<file path="src/rtl/rv32_pkg.sv">
// Shared RV32I load/store encodings and the LSU state type.
package rv32_pkg;

    localparam logic [2:0] F3_B  = 3'b000;
    localparam logic [2:0] F3_H  = 3'b001;
    localparam logic [2:0] F3_W  = 3'b010;
    localparam logic [2:0] F3_BU = 3'b100;
    localparam logic [2:0] F3_HU = 3'b101;

    typedef enum logic [1:0] {IDLE, REQ, DONE} lsu_state_t;

endpackage

</file>
<file path="src/rtl/mem_stage_lsu_if.sv">
// Data-memory req/ack bus between the MEM-stage LSU and the data memory.
interface mem_stage_lsu_if;

    logic        dmem_req;
    logic        dmem_we;
    logic [31:0] dmem_addr;
    logic [3:0]  dmem_be;
    logic [31:0] dmem_wdata;
    logic        dmem_ack;
    logic [31:0] dmem_rdata;

    modport master (
        output dmem_req, dmem_we, dmem_addr, dmem_be, dmem_wdata,
        input  dmem_ack, dmem_rdata
    );

    modport slave (
        input  dmem_req, dmem_we, dmem_addr, dmem_be, dmem_wdata,
        output dmem_ack, dmem_rdata
    );

endinterface

</file>
<file path="src/rtl/lsu_align.sv">
// Combinational lane steering: store byte enables / replicated data, load extract and extend.
module lsu_align
    import rv32_pkg::*;
(
    input  logic [2:0]  funct3,
    input  logic [1:0]  addr_lo,
    input  logic        is_store,
    input  logic [31:0] wd,
    input  logic [31:0] rdata,
    output logic [3:0]  be,
    output logic [31:0] wdata,
    output logic [31:0] ldata,
    output logic        bad
);

    logic        [7:0]  lbyte;
    logic        [15:0] lhalf;
    logic signed [7:0]  lbyte_s;
    logic signed [15:0] lhalf_s;

    always_comb begin
        case (funct3)
            F3_B, F3_BU: bad = 1'b0;
            F3_H, F3_HU: bad = addr_lo[0];
            F3_W:        bad = (addr_lo != 2'b00);
            default:     bad = 1'b1;
        endcase
    end

    // Loads always fetch the full word; only stores narrow the enables.
    always_comb begin
        be    = 4'b1111;
        wdata = wd;
        if (is_store) begin
            case (funct3)
                F3_B, F3_BU: begin
                    be    = 4'b0001 << addr_lo;
                    wdata = {4{wd[7:0]}};
                end
                F3_H, F3_HU: begin
                    be    = addr_lo[1] ? 4'b1100 : 4'b0011;
                    wdata = {2{wd[15:0]}};
                end
                default: begin
                    be    = 4'b1111;
                    wdata = wd;
                end
            endcase
        end
    end

    always_comb begin
        lbyte   = rdata[{addr_lo, 3'b000} +: 8];
        lhalf   = addr_lo[1] ? rdata[31:16] : rdata[15:0];
        lbyte_s = lbyte;
        lhalf_s = lhalf;
        case (funct3)
            F3_B:    ldata = 32'(lbyte_s);
            F3_BU:   ldata = {24'b0, lbyte};
            F3_H:    ldata = 32'(lhalf_s);
            F3_HU:   ldata = {16'b0, lhalf};
            default: ldata = rdata;
        endcase
    end

endmodule

</file>
<file path="src/rtl/mem_stage_lsu.sv">
// MEM-stage load/store unit: req/ack bus FSM with timeout, load formatting and pipeline stall.
module mem_stage_lsu
    import rv32_pkg::*;
#(
    parameter int TIMEOUT_CYC = 255,
    parameter int CNT_W       = 8
) (
    input  logic                  clk,
    input  logic                  rst,
    input  logic [31:0]           alu_result_m,
    input  logic [31:0]           write_data_m,
    input  logic [2:0]            funct3_m,
    input  logic                  mem_read_m,
    input  logic                  mem_write_m,
    mem_stage_lsu_if.master       bus,
    output logic [31:0]           read_data_m,
    output logic                  stall_m,
    output logic                  misaligned_m,
    output logic                  bus_err_m
);

    lsu_state_t        state, state_nx;
    logic [CNT_W-1:0]  cnt;
    logic              access;
    logic              bad;
    logic              timeout;
    logic [3:0]        be_c;
    logic [31:0]       wdata_c;
    logic [31:0]       ldata_c;

    assign access  = mem_read_m | mem_write_m;
    assign timeout = (cnt == CNT_W'(TIMEOUT_CYC - 1));

    lsu_align u_align (
        .funct3   (funct3_m),
        .addr_lo  (alu_result_m[1:0]),
        .is_store (mem_write_m),
        .wd       (write_data_m),
        .rdata    (bus.dmem_rdata),
        .be       (be_c),
        .wdata    (wdata_c),
        .ldata    (ldata_c),
        .bad      (bad)
    );

    always_ff @(posedge clk or posedge rst) begin
        if (rst) state <= IDLE;
        else     state <= state_nx;
    end

    always_comb begin
        state_nx = state;
        case (state)
            IDLE:    if (access) state_nx = bad ? DONE : REQ;
            REQ:     if (bus.dmem_ack || timeout) state_nx = DONE;
            DONE:    state_nx = IDLE;
            default: state_nx = IDLE;
        endcase
    end

    // Reset forces the pipeline free even while EX/MEM still presents an access.
    always_comb begin
        stall_m = !rst && (((state == IDLE) && access) || (state == REQ));
    end

    always_ff @(posedge clk or posedge rst) begin
        if (rst) begin
            cnt            <= '0;
            bus.dmem_req   <= 1'b0;
            bus.dmem_we    <= 1'b0;
            bus.dmem_addr  <= '0;
            bus.dmem_be    <= '0;
            bus.dmem_wdata <= '0;
            read_data_m    <= '0;
            misaligned_m   <= 1'b0;
            bus_err_m      <= 1'b0;
        end else begin
            misaligned_m <= 1'b0;
            bus_err_m    <= 1'b0;
            case (state)
                IDLE: begin
                    if (access && bad) begin
                        misaligned_m <= 1'b1;
                        read_data_m  <= '0;
                    end else if (access) begin
                        bus.dmem_req   <= 1'b1;
                        bus.dmem_we    <= mem_write_m;
                        bus.dmem_addr  <= {alu_result_m[31:2], 2'b00};
                        bus.dmem_be    <= be_c;
                        bus.dmem_wdata <= wdata_c;
                    end
                end
                REQ: begin
                    // An ack on the timeout cycle still completes the access cleanly.
                    if (bus.dmem_ack) begin
                        bus.dmem_req <= 1'b0;
                        cnt          <= '0;
                        read_data_m  <= bus.dmem_we ? 32'b0 : ldata_c;
                    end else if (timeout) begin
                        bus.dmem_req <= 1'b0;
                        cnt          <= '0;
                        read_data_m  <= '0;
                        bus_err_m    <= 1'b1;
                    end else begin
                        cnt <= cnt + 1'b1;
                    end
                end
                default: ;
            endcase
        end
    end

endmodule

</file>
<file path="src/flat_wrapper.sv">
// flat-port wrapper written by rule: the top's interface ports become plain ports
module mem_stage_lsu_flat import rv32_pkg::*;
#(
    parameter int TIMEOUT_CYC = 255,
    parameter int CNT_W       = 8
)
  (clk, rst, alu_result_m, write_data_m, funct3_m, mem_read_m, mem_write_m, read_data_m, stall_m, misaligned_m, bus_err_m, bus_dmem_req, bus_dmem_we, bus_dmem_addr, bus_dmem_be, bus_dmem_wdata, bus_dmem_ack, bus_dmem_rdata);
  mem_stage_lsu_if bus_i ();
  input  logic clk;
  input  logic rst;
  input  logic [31:0] alu_result_m;
  input  logic [31:0] write_data_m;
  input  logic [2:0] funct3_m;
  input  logic mem_read_m;
  input  logic mem_write_m;
  output logic [31:0] read_data_m;
  output logic stall_m;
  output logic misaligned_m;
  output logic bus_err_m;
  output wire logic [$bits(bus_i.dmem_req)-1:0] bus_dmem_req;
  output wire logic [$bits(bus_i.dmem_we)-1:0] bus_dmem_we;
  output wire logic [$bits(bus_i.dmem_addr)-1:0] bus_dmem_addr;
  output wire logic [$bits(bus_i.dmem_be)-1:0] bus_dmem_be;
  output wire logic [$bits(bus_i.dmem_wdata)-1:0] bus_dmem_wdata;
  input wire logic [$bits(bus_i.dmem_ack)-1:0] bus_dmem_ack;
  input wire logic [$bits(bus_i.dmem_rdata)-1:0] bus_dmem_rdata;
  assign bus_dmem_req = bus_i.dmem_req;
  assign bus_dmem_we = bus_i.dmem_we;
  assign bus_dmem_addr = bus_i.dmem_addr;
  assign bus_dmem_be = bus_i.dmem_be;
  assign bus_dmem_wdata = bus_i.dmem_wdata;
  assign bus_i.dmem_ack = bus_dmem_ack;
  assign bus_i.dmem_rdata = bus_dmem_rdata;
  mem_stage_lsu #(.TIMEOUT_CYC(TIMEOUT_CYC), .CNT_W(CNT_W)) u_core (.clk(clk), .rst(rst), .alu_result_m(alu_result_m), .write_data_m(write_data_m), .funct3_m(funct3_m), .mem_read_m(mem_read_m), .mem_write_m(mem_write_m), .bus(bus_i), .read_data_m(read_data_m), .stall_m(stall_m), .misaligned_m(misaligned_m), .bus_err_m(bus_err_m));
endmodule
</file>
<file path="config.mk">
export PLATFORM = sky130hd
export DESIGN_NAME = mem_stage_lsu_flat
export DESIGN_NICKNAME = d
export VERILOG_FILES = /design/src/rtl/rv32_pkg.sv /design/src/rtl/mem_stage_lsu_if.sv /design/src/rtl/lsu_align.sv /design/src/rtl/mem_stage_lsu.sv /design/src/flat_wrapper.sv
export SDC_FILE = /design/constraint.sdc
export NUM_CORES = 1
export LEC_CHECK = 0
export BUFFER_PORTS_ARGS = -buffer_cell sky130_fd_sc_hd__buf_4
export CELL_PAD_IN_SITES_DETAIL_PLACEMENT = 1
export CELL_PAD_IN_SITES_GLOBAL_PLACEMENT = 2
export CORE_MARGIN = 5
export CORE_UTILIZATION = 31
export CTS_BUF_LIST = sky130_fd_sc_hd__clkbuf_16
export CTS_CLUSTER_DIAMETER = 80
export CTS_CLUSTER_SIZE = 40
export DETAILED_ROUTE_END_ITERATION = 12
export PLACE_DENSITY_LB_ADDON = 0.1
export SYNTH_ARGS = -nofsm -noshare
export SYNTH_HDL_FRONTEND = slang
export SYNTH_HIERARCHICAL = 1
export SYNTH_SLANG_ARGS = --single-unit
</file>
<file path="constraint.sdc">
create_clock -name clk -period 4.5 [get_ports clk]
set_input_delay 0.45 -clock clk [delete_from_list [all_inputs] [get_ports clk]]
set_output_delay 0.45 -clock clk [all_outputs]
set_load 0.05 [all_outputs]
</file>
==> results.sh, run 1 <==
export IMPL_place_gp_congestion=0.7815
export IMPL_cts_max_path_buffers=2
export IMPL_synthSimpleGateAreaFrac_pct=7.925
export IMPL_r2r_setup_slack_ps=2520
export IMPL_drt_pre_antenna_iters=4
export IMPL_placed_cell_area_sq_um=7109
export IMPL_cp_arrival_ps=2420
export IMPL_grt_pass1_wl_um=26350
export IMPL_routed_wl_um=16940
export IMPL_grt_ovfl_total=0
export IMPL_outcome="complete, no violations"
export IMPL_yosys_warnings=6
export IMPL_grt_max_degree=68
export IMPL_multi_input_area_sq_um=2424
export IMPL_critPathRequiredTime_ps=4740
export IMPL_r2r_end="u_core/cnt[6]"
export IMPL_cts_tree="yes"
export IMPL_synth_top_family_by_area="multiplexers"
export IMPL_h_tree_depth=3
export IMPL_timing_rr_start="u_core/state[1]"
export IMPL_synthCells=452
export IMPL_fillers=1889
export IMPL_synth_seq_area_share_pct=50.86
export IMPL_numPortBuffers=206
export IMPL_drive_above_1_share_pct=50.31
export IMPL_synth_edf_count=0
export IMPL_r2r_cells=4
export IMPL_cts_setup_buffers=0
export IMPL_worstSkewPairLatency_ps=350
export IMPL_rows=48
export IMPL_skew_ps=8.547
export IMPL_ir_worst_vdd_v=0.0004013
export IMPL_ant_nets=0
export IMPL_netlist_area_sq_um=5510
export IMPL_final_area_sq_um=7400
export IMPL_viasPerCell=4.886
export IMPL_slew_viol_final=0
export IMPL_syn_to_final_growth_pct=34.29
export IMPL_final_min_clock_period_ps=2185
export IMPL_drcViolationCount=0
export IMPL_synth_compound_area_share_pct=14.58
export IMPL_clock_root_buffer="clkbuf_16"
export IMPL_crit_fanout=16
export IMPL_worst_pin_slew_ps=1147
export IMPL_cellLeakagePower_nw=3.483
export IMPL_synth_seq_cells=112
export IMPL_setup_tns_ps=0
export IMPL_finalCritPeriodShare_pct=48.55
export IMPL_crit_start="alu_result_m[1]"
export IMPL_start_kind="primary input"
export IMPL_hp_class="primary input to async pin"
export IMPL_synth_fa_ha_area_share_pct=0.4541
export IMPL_seqCellArea_sq_um=2803
export IMPL_path_class="primary input to register"
export IMPL_die_w_um=143.3
export IMPL_grt_usage_pct=16.52
export IMPL_clkTransAtPathRegs_ps=80
export IMPL_antenna_found_initial=0
export IMPL_antennaDiodeCount=0
export IMPL_nets=737
export IMPL_vias=4207
export IMPL_rsz0062_at_grt="no"
export IMPL_hold_viol_final=0
export IMPL_ys_types=47
export IMPL_io_pins=209
export IMPL_hold_buffers=0
export IMPL_die_h_um=143.3
export IMPL_dieArea_sq_um=20540
export IMPL_slew_headroom_pct=23.18
export IMPL_p_per_area_nw_per_um2=716.0
export IMPL_async_reset_ff_share_pct=100.0
export IMPL_setup_viol=0
export IMPL_synthMuxAreaShare_pct=20.30
export IMPL_cp_end_kind="register"
export IMPL_wl_per_cell_um=19.67
export IMPL_core_area_sq_um=17360
export IMPL_grt_pass1_vias=4753
export IMPL_initial_core_util_pct=31.75
export IMPL_ctsResizeCount=0
export IMPL_synth_avg_cell_area_sq_um=12.19
export IMPL_detailed_place_hpwl_um=12870
export IMPL_synth_xor_area_share_pct=0.3179
export IMPL_fmax_ghz=0.4577
export IMPL_cts_buffers_inserted=9
export IMPL_maxCapViolCount=0
export IMPL_dr_first_iter_drc_count=195
export IMPL_cts_sinks=112
export IMPL_synthFlopType="dfrtp_1"
-- critical path, cell delays in order --
cell and delay, ps:
buf_4 220, mux2_2 370, a31oi_1 850, o21ai_0 260
a22o_1 260
-- area by class of cell --
type                    instances  area share, %
well taps                     225          3.805
clock inverters                 7         0.8793
clock buffers                   9          3.044
repair buffers                210          21.31
inverters                       6         0.3382
flip-flops and latches        112          37.88
multi-input cells             292          32.75
-- sequential cells by signal (all words and copies together) (netlist names) --
| register | flops |
|---|---|
| u_core/bus.dmem_wdata | 32 |
| u_core/read_data_m | 32 |
| u_core/bus.dmem_addr | 30 |
| u_core/cnt | 8 |
| u_core/bus.dmem_be | 4 |
| u_core/state | 2 |
| u_core/bus.dmem_req | 1 |
| u_core/bus.dmem_we | 1 |
| u_core/bus_err_m | 1 |
| u_core/misaligned_m | 1 |
-- how the worst max path moves through the flow --
stage | cells after the start | end | slack [ps]
floorplan | 1 | u_core/bus.dmem_addr[10] | 1090
global placement | 5 | u_core/read_data_m[22] | 2020
detailed placement | 5 | u_core/read_data_m[27] | 1910
CTS | 5 | u_core/read_data_m[27] | 2280
global route | 5 | u_core/read_data_m[27] | 2220
finish | 5 | u_core/read_data_m[27] | 2320
-- metal layers --
layer | share of wire (%) | track usage [%] | up-vias
met5 | 0 | 0 | -
met4 | 1.7 | 4.460 | 0
met3 | 8.5 | 6.589 | 18
met2 | 50 | 27.72 | 128
met1 | 40 | 19.84 | 2067
li1 | - | - | 1994
-- kinds of logic after synthesis --
family / Yosys count
buffers and inverters: 49
flip-flops: 112
XOR/XNOR: 2
AND/OR/NAND/NOR: 81
AO/OA/AOI/OAI: 105
multiplexers: 100
other: 1
adder cells (fa/ha/maj): 2
-- Yosys cell counts, drive strengths merged (2+ instances only) --
cell type | count | area, sq um
buf | 32 | 239.0
a21oi | 8 | 40.04
nor3 | 8 | 45.04
nor3b | 2 | 20.02
o21bai | 2 | 15.01
nor2 | 14 | 52.55
a21o | 3 | 22.52
inv | 6 | 22.52
o21a | 2 | 15.01
nor2b | 18 | 112.6
o21ai | 28 | 140.1
nand2 | 21 | 78.83
nand3 | 3 | 15.01
mux2 | 84 | 945.9
and2 | 2 | 15.02
a22o | 40 | 350.3
or2 | 2 | 12.51
nand2b | 4 | 25.02
ha | 2 | 25.02
a221o | 15 | 150.1
o211ai | 2 | 20.02
mux2i | 15 | 150.1
clkbuf | 11 | 41.29
a211o | 3 | 35.04
dfrtp | 112 | 2803
-- power by group --
part	internal, mW	switching [mW]	total (mW)	leakage [nW]
logic	0.944	1.90	2.84	1.95
clock network	0.387	0.394	0.781	0.138
registers	1.41	0.267	1.68	1.40
-- cells in the final DEF (no fill, tap or decap), types with 3 or more instances in the layout --
| master | n |
|---|---|
| a21o_1 | 3 |
| a21oi_1 | 8 |
| a221o_1 | 15 |
| a22o_1 | 40 |
| buf_4 | 210 |
| clkbuf_16 | 9 |
| dfrtp_1 | 112 |
| inv_1 | 5 |
| mux2_2 | 83 |
| mux2i_1 | 15 |
| nand2_1 | 21 |
| nand2b_1 | 4 |
| nand3_1 | 3 |
| nor2_1 | 14 |
| nor2b_1 | 18 |
| nor3_1 | 7 |
| o21ai_0 | 28 |
-- through the flow --
stage | hold WS, ps | worst slack, ps | cells | utilization [%] | power [mW]
3_3_place_gp | 473.7 | 2017 | 845 | 40.96 | 4.523
3_5_place_dp | 487.7 | 1909 | 845 | 40.96 | 4.580
2_1_floorplan | 482.3 | 1091 | 453 | - | 3.644
4_1_cts | 280.2 | 2281 | 861 | 42.63 | 5.392
5_1_grt | 294.9 | 2220 | 861 | 42.63 | 5.570
6_report | 289.6 | 2315 | 861 | 42.63 | 5.298
(Power assumes the default switching activity.)
==> inputs of run 2 (changes only) <==
ABC_AREA = 1   (was default)
CORE_UTILIZATION = 27   (was 31)
clock period = 2.1 ns   (was 4.5 ns; I/O delays follow)
==> run 2 against run 1 <==
  * Hold slack got worse by 260 ps
  * Largest power group unchanged
  * Combinational power increased by 110%
  * Synthesized cell count up 68%
  * Global-route usage fell by 0.18 points
==> results.sh, run 2 <==
export IMPL_outcome="complete, no violations"
export IMPL_most_common_layout_cells="nand2_1, buf_4, dfrtp_1, inv_1, o21ai_0"
export IMPL_crit_fanout=33
export IMPL_viasPerCell=4.402
export IMPL_fmax_ghz=0.5661
export IMPL_maxCapViolCount=0
export IMPL_worst_pin_slew_ps=795.7
export IMPL_die_w_um=155.7
export IMPL_rows=53
export IMPL_cts_sinks=112
export IMPL_synthTopCellsByCount="nand2_1, dfrtp_1, inv_1"
export IMPL_synth_edf_count=0
export IMPL_synth_top_area_share_pct=48.88
export IMPL_ctsResizeCount=0
export IMPL_p_per_area_nw_per_um2=1479
export IMPL_die_h_um=155.7
export IMPL_cts_buffers_inserted=9
export IMPL_cellLeakagePower_nw=4.422
export IMPL_synth_xor_area_share_pct=0.4582
export IMPL_place_gp_congestion=0.7766
export IMPL_ys_types=31
export IMPL_timing_rr_start="u_core/cnt[0]"
export IMPL_setup_tns_ps=0
export IMPL_cts_max_path_buffers=2
export IMPL_antennaDiodeCount=0
export IMPL_grt_usage_pct=16.34
export IMPL_final_min_clock_period_ps=1767
export IMPL_rsz0062_at_grt="no"
export IMPL_slew_headroom_pct=46.80
export IMPL_place_ws_ps=193.5
export IMPL_drcViolationCount=0
export IMPL_cp_arrival_ps=2010
export IMPL_antenna_found_initial=0
export IMPL_final_area_sq_um=7727
export IMPL_worstSkewPairLatency_ps=360
export IMPL_skew_ps=16.37
export IMPL_detailed_place_hpwl_um=14920
export IMPL_synthFlopType="dfrtp_1"
export IMPL_synthSimpleGateAreaFrac_pct=29.02
export IMPL_path_class="register to register"
export IMPL_critPathRequiredTime_ps=2340
export IMPL_grt_ovfl_total=0
export IMPL_synth_compound_area_share_pct=8.968
export IMPL_synth_fa_ha_area_share_pct=0.4364
export IMPL_yosys_warnings=6
export IMPL_initial_core_util_pct=27.36
export IMPL_synth_avg_cell_area_sq_um=7.565
export IMPL_routed_wl_um=19630
export IMPL_wl_per_cell_um=16.09
export IMPL_vias=5371
export IMPL_syn_to_final_growth_pct=34.76
export IMPL_clock_root_buffer="clkbuf_16"
export IMPL_nets=1046
export IMPL_netlist_area_sq_um=5734
export IMPL_hp_start="bus_dmem_ack"
export IMPL_core_area_sq_um=20960
export IMPL_dieArea_sq_um=24250
export IMPL_setup_viol=0
export IMPL_drt_pre_antenna_iters=4
export IMPL_drive_above_1_share_pct=26.77
export IMPL_synthTopCellsByArea="dfrtp_1, nand2_1, inv_1"
export IMPL_final_common_cell="nand2_1"
export IMPL_cts_tree="yes"
export IMPL_synth_top_family_by_area="simple AND/OR/NAND/NOR gates"
export IMPL_yosysMostFrequentCell="nand2_1"
export IMPL_crit_start="u_core/cnt[0]"
export IMPL_final_setup_worst_slack_ps=333.5
export IMPL_totalPowerFinal_mw=11.43
export IMPL_grt_pass1_wl_um=31860
export IMPL_grt_max_degree=85
export IMPL_numPortBuffers=206
export IMPL_hold_viol_final=0
export IMPL_slew_viol_final=0
export IMPL_hp_class="primary input to register"
export IMPL_clkTransAtPathRegs_ps=80
export IMPL_synth_largest_area_cell="dfrtp_1"
export IMPL_dr_first_iter_drc_count=180
export IMPL_h_tree_depth=3
export IMPL_largestRegisters="u_core/bus.dmem_wdata (32), u_core/read_data_m (32), u_core/bus.dmem_addr (30)"
export IMPL_synthCells=758
export IMPL_placed_cell_area_sq_um=7413
export IMPL_start_kind="register"
export IMPL_io_pins=209
export IMPL_finalCritPeriodShare_pct=84.12
export IMPL_fillers=2622
export IMPL_synthMuxAreaShare_pct=0
export IMPL_ir_worst_vdd_v=0.0005383
export IMPL_grt_pass1_vias=5800
export IMPL_synth_seq_cells=112
export IMPL_ant_nets=0
export IMPL_async_reset_ff_share_pct=100.0
export IMPL_synth_seq_area_share_pct=48.88
export IMPL_cp_end_kind="register"
run 2: per-layer routing:
metal | track usage (%) | vias up | wire (um)
li1 | - | 2679 | -
met1 | 23.17 | 2536 | 9520
met2 | 25.42 | 143 | 8814
met3 | 3.329 | 13 | 1036
met4 | 4.544 | 0 | 255
met5 | 0 | - | 0
run 2: cell type report:
cell class                      count  area (sq um)  share of cell area [%]
Timing Repair Buffer              215          1667                   21.57
Sequential cell                   112          2803                   36.27
Clock buffer                        9         225.2                   2.915
Clock inverter                      7         78.83                   1.020
Multi-Input combinational cell    506          2246                   29.06
Inverter                           96         364.1                   4.712
Tap cell                          275         344.1                   4.453
run 2: path summary, 6_finish.rpt:
check                                           end  slack (ps)  depth (start not counted)
max                          u_core/read_data_m[14]         330                          9
min                                u_core/bus_err_m          30                          2
max reg2reg                  u_core/read_data_m[14]         330                          9
min reg2reg                   u_core/read_data_m[2]         480                          2
max in group asynchronous    u_core/read_data_m[14]        1200                          4
min in group asynchronous  u_core/bus.dmem_addr[13]         520                          4
run 2: cell families (layout without fill, tap and decap cells):
family                   after synthesis  count (layout)
AND/OR/NAND/NOR                      398             398
buffers and inverters                141             327
flip-flops                           112             112
AO/OA/AOI/OAI                        101             101
XOR/XNOR                               3               3
adder cells (fa/ha/maj)                2               2
other                                  1               2
run 2: critical path: stages (launching register included):
cell      delay, ps
dfrtp_1         430
inv_1            80
ha_1            140
nand2_1          50
nor2_1           80
nand2_1          80
nand2_2         180
nand3b_4        370
nand2_1         170
nand2_1          70
run 2: per-stage QoR:
step | cells | util [%] | hold slack (ps)
after floorplan | 759 | - | 283.5
after global placement | 1203 | 35.38 | 348.4
after detailed placement | 1203 | 35.38 | 352.9
after CTS | 1220 | 36.88 | 9.916
after global routing | 1220 | 36.88 | 23.69
final | 1220 | 36.88 | 32.12
run 2: what timing repair did:
item | CTS | global route
buffers inserted | 0 | 0
hold endpoints to repair | 46 | 0
hold buffers | 1 | 0
run 2: power by group:
part / switching [mW] / internal, mW / leakage [nW]
logic: 4.32 / 1.71 / 2.83
clock network: 0.878 / 0.941 / 0.149
registers: 0.561 / 3.01 / 1.45
